===== config.mk =====
export PLATFORM = sky130hd
export DESIGN_NAME = fl_frame_arbiter
export DESIGN_NICKNAME = d
export VERILOG_FILES = /design/src/rtl/fl_frame_arbiter.sv
export SDC_FILE = /design/constraint.sdc
export NUM_CORES = 1
export LEC_CHECK = 0
export CAP_MARGIN = 15
export CORE_AREA = 2 2 92 94
export DETAILED_ROUTE_END_ITERATION = 10
export DIE_AREA = 0 0 94 96
export DONT_BUFFER_PORTS = 1
export GPL_TIMING_DRIVEN = 0
export PLACE_DENSITY = 0.53
export SLEW_MARGIN = 20
export SYNTH_ARGS = -nofsm -noshare
export SYNTH_HDL_FRONTEND = slang
export SYNTH_SLANG_ARGS = --single-unit

===== constraint.sdc =====
create_clock -name CLK -period 2.7 [get_ports CLK]
set_input_delay 0.405 -clock CLK [delete_from_list [all_inputs] [get_ports CLK]]
set_output_delay 0.405 -clock CLK [all_outputs]
set_load 0.02 [all_outputs]

===== src/rtl/fl_frame_arbiter.sv =====
// Round-robin, frame-granular FrameLink merger: PORTS input streams share one output,
// and a granted port keeps the output until its EOF beat has transferred.
module fl_frame_arbiter #(
    parameter int PORTS     = 4,
    parameter int DWIDTH    = 32,
    parameter int DREMWIDTH = 2,
    parameter int CNTWIDTH  = 32,
    localparam int GW       = (PORTS > 1) ? $clog2(PORTS) : 1
) (
    input  logic                       CLK,
    input  logic                       RESET_N,
    input  logic [PORTS*DWIDTH-1:0]    RX_DATA,
    input  logic [PORTS*DREMWIDTH-1:0] RX_DREM,
    input  logic [PORTS-1:0]           RX_SOF_N,
    input  logic [PORTS-1:0]           RX_EOF_N,
    input  logic [PORTS-1:0]           RX_SOP_N,
    input  logic [PORTS-1:0]           RX_EOP_N,
    input  logic [PORTS-1:0]           RX_SRC_RDY_N,
    output logic [PORTS-1:0]           RX_DST_RDY_N,
    output logic [DWIDTH-1:0]          TX_DATA,
    output logic [DREMWIDTH-1:0]       TX_DREM,
    output logic                       TX_SOF_N,
    output logic                       TX_EOF_N,
    output logic                       TX_SOP_N,
    output logic                       TX_EOP_N,
    output logic                       TX_SRC_RDY_N,
    input  logic                       TX_DST_RDY_N,
    input  logic [PORTS-1:0]           PORT_EN,
    output logic                       ACTIVE,
    output logic [GW-1:0]              GRANT,
    output logic [CNTWIDTH-1:0]        FRAME_CNT
);

    typedef enum logic {
        IDLE = 1'b0,
        LOCK = 1'b1
    } state_t;

    state_t                state_q, state_d;
    logic [GW-1:0]         last_q, last_d;
    logic [GW-1:0]         grant_q, grant_d;
    logic [CNTWIDTH-1:0]   cnt_q, cnt_d;

    logic [PORTS-1:0]      req;
    logic                  found;
    logic [GW-1:0]         winner;
    logic [GW-1:0]         idx;
    logic                  xfer;

    logic [DWIDTH-1:0]     rx_data_a [PORTS];
    logic [DREMWIDTH-1:0]  rx_drem_a [PORTS];

    for (genvar i = 0; i < PORTS; i++) begin : g_unpack
        assign rx_data_a[i] = RX_DATA[i*DWIDTH +: DWIDTH];
        assign rx_drem_a[i] = RX_DREM[i*DREMWIDTH +: DREMWIDTH];
    end

    assign req  = ~RX_SRC_RDY_N & PORT_EN;
    assign xfer = ~RX_SRC_RDY_N[grant_q] & ~TX_DST_RDY_N;

    // Search starts one past the last frame owner, so the previous winner goes last.
    always_comb begin
        // NOTE: every combinational output gets a default first so no path infers a latch.
        found  = 1'b0;
        winner = last_q;
        idx    = last_q;
        for (int k = 1; k <= PORTS; k++) begin
            idx = GW'((int'(last_q) + k) % PORTS);
            if (!found && req[idx]) begin
                found  = 1'b1;
                winner = idx;
            end
        end
    end

    always_comb begin
        state_d = state_q;
        last_d  = last_q;
        grant_d = grant_q;
        cnt_d   = cnt_q;
        unique case (state_q)
            IDLE: begin
                if (found) begin
                    grant_d = winner;
                    state_d = LOCK;
                end
            end
            LOCK: begin
                if (xfer && !RX_EOF_N[grant_q]) begin
                    state_d = IDLE;
                    last_d  = grant_q;
                    cnt_d   = cnt_q + CNTWIDTH'(1);
                end
            end
        endcase
    end

    // Outputs are muted directly by RESET_N so a truncated frame stops on the reset cycle.
    always_comb begin
        TX_DATA      = '0;
        TX_DREM      = '0;
        TX_SOF_N     = 1'b1;
        TX_EOF_N     = 1'b1;
        TX_SOP_N     = 1'b1;
        TX_EOP_N     = 1'b1;
        TX_SRC_RDY_N = 1'b1;
        RX_DST_RDY_N = '1;
        if (RESET_N && state_q == LOCK) begin
            TX_DATA               = rx_data_a[grant_q];
            TX_DREM               = rx_drem_a[grant_q];
            TX_SOF_N              = RX_SOF_N[grant_q];
            TX_EOF_N              = RX_EOF_N[grant_q];
            TX_SOP_N              = RX_SOP_N[grant_q];
            TX_EOP_N              = RX_EOP_N[grant_q];
            TX_SRC_RDY_N          = RX_SRC_RDY_N[grant_q];
            RX_DST_RDY_N[grant_q] = TX_DST_RDY_N;
        end
    end

    always_ff @(posedge CLK) begin
        // NOTE: state registers use non-blocking assignments so all of them update together.
        if (!RESET_N) begin
            state_q <= IDLE;
            last_q  <= GW'(PORTS - 1);
            grant_q <= '0;
            cnt_q   <= '0;
        end else begin
            state_q <= state_d;
            last_q  <= last_d;
            grant_q <= grant_d;
            cnt_q   <= cnt_d;
        end
    end

    assign ACTIVE    = (state_q == LOCK);
    assign GRANT     = grant_q;
    assign FRAME_CNT = cnt_q;

endmodule


==> results.toml <==
[yosys]
synthTopCellsByArea = "mux4_2 27%, dfxtp_1 24%, nor2b_1 7.2%, a21oi_1 4.0%, o31ai_1 3.4%"
ys.flop_type = "dfxtp_1"
yosysTopAreaCellShare_pct = 27.3
synth_top_area_cell = "mux4_2"
ys.warnings.count = 0
synth_nets = 487
yosysSeqAreaShare_pct = 23.7
yosysUniqueCellTypes = 48
ys_async_sr_fraction_pct = 0
synth_edf_count = 0
synthCells = 323
ys_seq_elements = 37
netlist_area_sq_um = 3130
avgSynthCellArea_sq_um = 9.70

[global_routing]
grt_max_degree = 11
grt_pass1_wl_mm = 15.3
grt_use_total_pct = 22.4
grt_pass1_vias = 2692
grt-ovfl-total = 0
antenna_found_initial = 3

[timing]
slew_headroom_pct = 55.3
final-setup-viol-count = 0
fin_crit_ps = 2630
final.period_utilization_pct = 97.2
fin_hold_ws_ps = 470
drv_slew = 0
skew_ps = 10.4
rsz0062_at_grt = "true"
tns_ps = 0
worst-slew-pin-transition_ps = 668
fmax_ghz = 0.381
hold_violations = 0

[finish]
fin_util_pct = 42.5
final_common_cell = "mux4_2"
fillers = 815
layout.cells.most_common_list = "38 x mux4_2, 36 x nor2b_1, 34 x dfxtp_1"
multiInputGateArea_sq_um = 2250
seqCellArea_sq_um = 752
drive_above_1_share_pct = 22.4
area_delta_synth_final_pct = 9.23
nets = 496

[critical_path]
critPathMaxFanout = 10
crit-reg2reg-launch = "GRANT[0]"
crit_arrival_ps = 2840
worstSetupPathType = "flip-flop to flip-flop"
rrSetupSlack_ps = 70
timing.rr.end = "FRAME_CNT[31]"
crit_path_start_kind = "flip-flop"
rr_worst_depth = 6
cp.required_ps = 2910
crit_path_end_kind = "flip-flop"

[worst_hold_path]
min_path_cells = 4
min_from = "PORT_EN[0]"
whs_endpoint = "ACTIVE"
hold_path_class = "input port to flip-flop"

[clock_network]
cts-root-buf = "clkbuf_8"
cts_buffer_depth = 2
cts_sinks = 37
cts_made_buffers = 5
htreeDepth = 2
cts_tree = "built"
clk_pin_slew_worst_paths_ps = 70
insertion_delay_ps = 290

[floorplan]
fp.dieH_um = 96
core_area_sq_um = 8050
dieWidth_um = 94
die-area_sq_um = 9020
initial_core_util_pct = 38.9
rows = 33
io_pins = 241

[power_and_ir_drop]
power_density_nw_per_um2 = 409
leakagePower_nw = 1.03
power.total_mw = 1.40
ir_worst_vdd_v = 0.000158

[routing]
routedWlPerCell_um = 25.0
vias = 2790
wl_mm = 10.9
post_drt_via_cell_ratio = 6.38
first_pass_iters = 4
drc = 0
drtAntennaViolNets = 0
dr.first_iter.drc_count = 93

[run_status]
status = "finished, final reports clean"

[placed_design]
dp_hpwl_mm = 8.86
gp_congestion = 0.817
place.port_buffers = 0

[flow_run]
maxCapViolCount = 0
[worst max-delay path, stage by stage, from the launching register on]
cell and delay [ps]:
dfxtp_4 410, buf_12 150, mux4_2 600, or4b_4 620
buf_6 170, or4_1 460, a21oi_1 140
[flip-flops by register name, indices dropped and copies added, names as in the netlist]
signal     cells
last_q         2
FRAME_CNT     32
GRANT          2
ACTIVE         1
[metrics by stage]
step,setup slack (ps),std cells,area [sq um]
2_1_floorplan,72.1,323,3130
3_3_place_gp,-147,428,3260
3_5_place_dp,-146,428,3260
4_1_cts,12.2,436,3380
5_1_grt,-12.7,437,3420
6_report,74.8,437,3420
[cells in the mapped netlist (all sizes together) (4+ instances only)]
library cell   n
nand3         10
nor2b         36
or2            4
dfxtp         37
and3           4
mux4          38
xnor2          7
nand4          9
a21oi         25
clkbuf        15
nor4           8
or4           14
nor2          13
inv           10
nand2b         5
o31ai         14
o21ai          6
nand2         23
buf            6
mux2i          6
[where the power goes]
part	total [mW]	internal (mW)	switching (mW)
combinational	0.469	0.231	0.238
clock	0.357	0.170	0.188
sequential	0.575	0.554	0.0203
total	1.40	0.955	0.446
[worst max path at each step]
stage | from | to | slack [ps] | cells after the start
after floorplan | GRANT[1] | FRAME_CNT[31] | 70 | 8
after global placement | GRANT[1] | FRAME_CNT[31] | -150 | 8
after detailed placement | GRANT[0] | FRAME_CNT[25] | -150 | 6
after CTS | GRANT[0] | FRAME_CNT[31] | 10 | 6
after global routing | GRANT[0] | FRAME_CNT[31] | -10 | 6
final | GRANT[0] | FRAME_CNT[31] | 70 | 6
[metal layers]
metal,vias to the layer above,routed length [um],global-route usage [%]
li1,1262,-,-
met1,1371,4540,29.3
met2,139,5420,37.0
met3,14,801,6.97
met4,4,123,4.35
met5,-,21,0
[kinds of logic (layout without fill, tap and decap cells)]
group | count (synthesis) | after routing | synth area share (%)
and+or+nand+nor | 143 | 143 | 27.0
AOI/OAI and AO/OA | 56 | 56 | 11.6
muxes | 45 | 45 | 29.6
DFF | 37 | 37 | 23.7
buffers and inverters | 33 | 41 | 5.47
xor gates and xnor gates | 8 | 8 | 2.24
adders and majority gates | 1 | 1 | 0.399
other | 0 | 1 | 0
[final cells by class]
type / count / share of cell area, %
clock inverters: 1 / 0.146
flip-flops and latches: 37 / 22.0
diodes: 1 / 0.0732
well taps: 105 / 3.84
inverters: 11 / 1.21
repair buffers: 2 / 0.439
clock buffers: 5 / 2.01
multi-input cells: 253 / 65.8
plain buffers: 22 / 4.50
[timing repair]
| item | 4_1_cts | 5_1_grt |
|---|---|---|
| endpoints found under the setup margin | 45 | 9 |
| gates resized for setup | 12 | 8 |
| buffers inserted | 2 | 0 |
| pin swaps | 0 | 1 |
| hold buffers | 0 | 0 |
(Power assumes the default switching activity.)
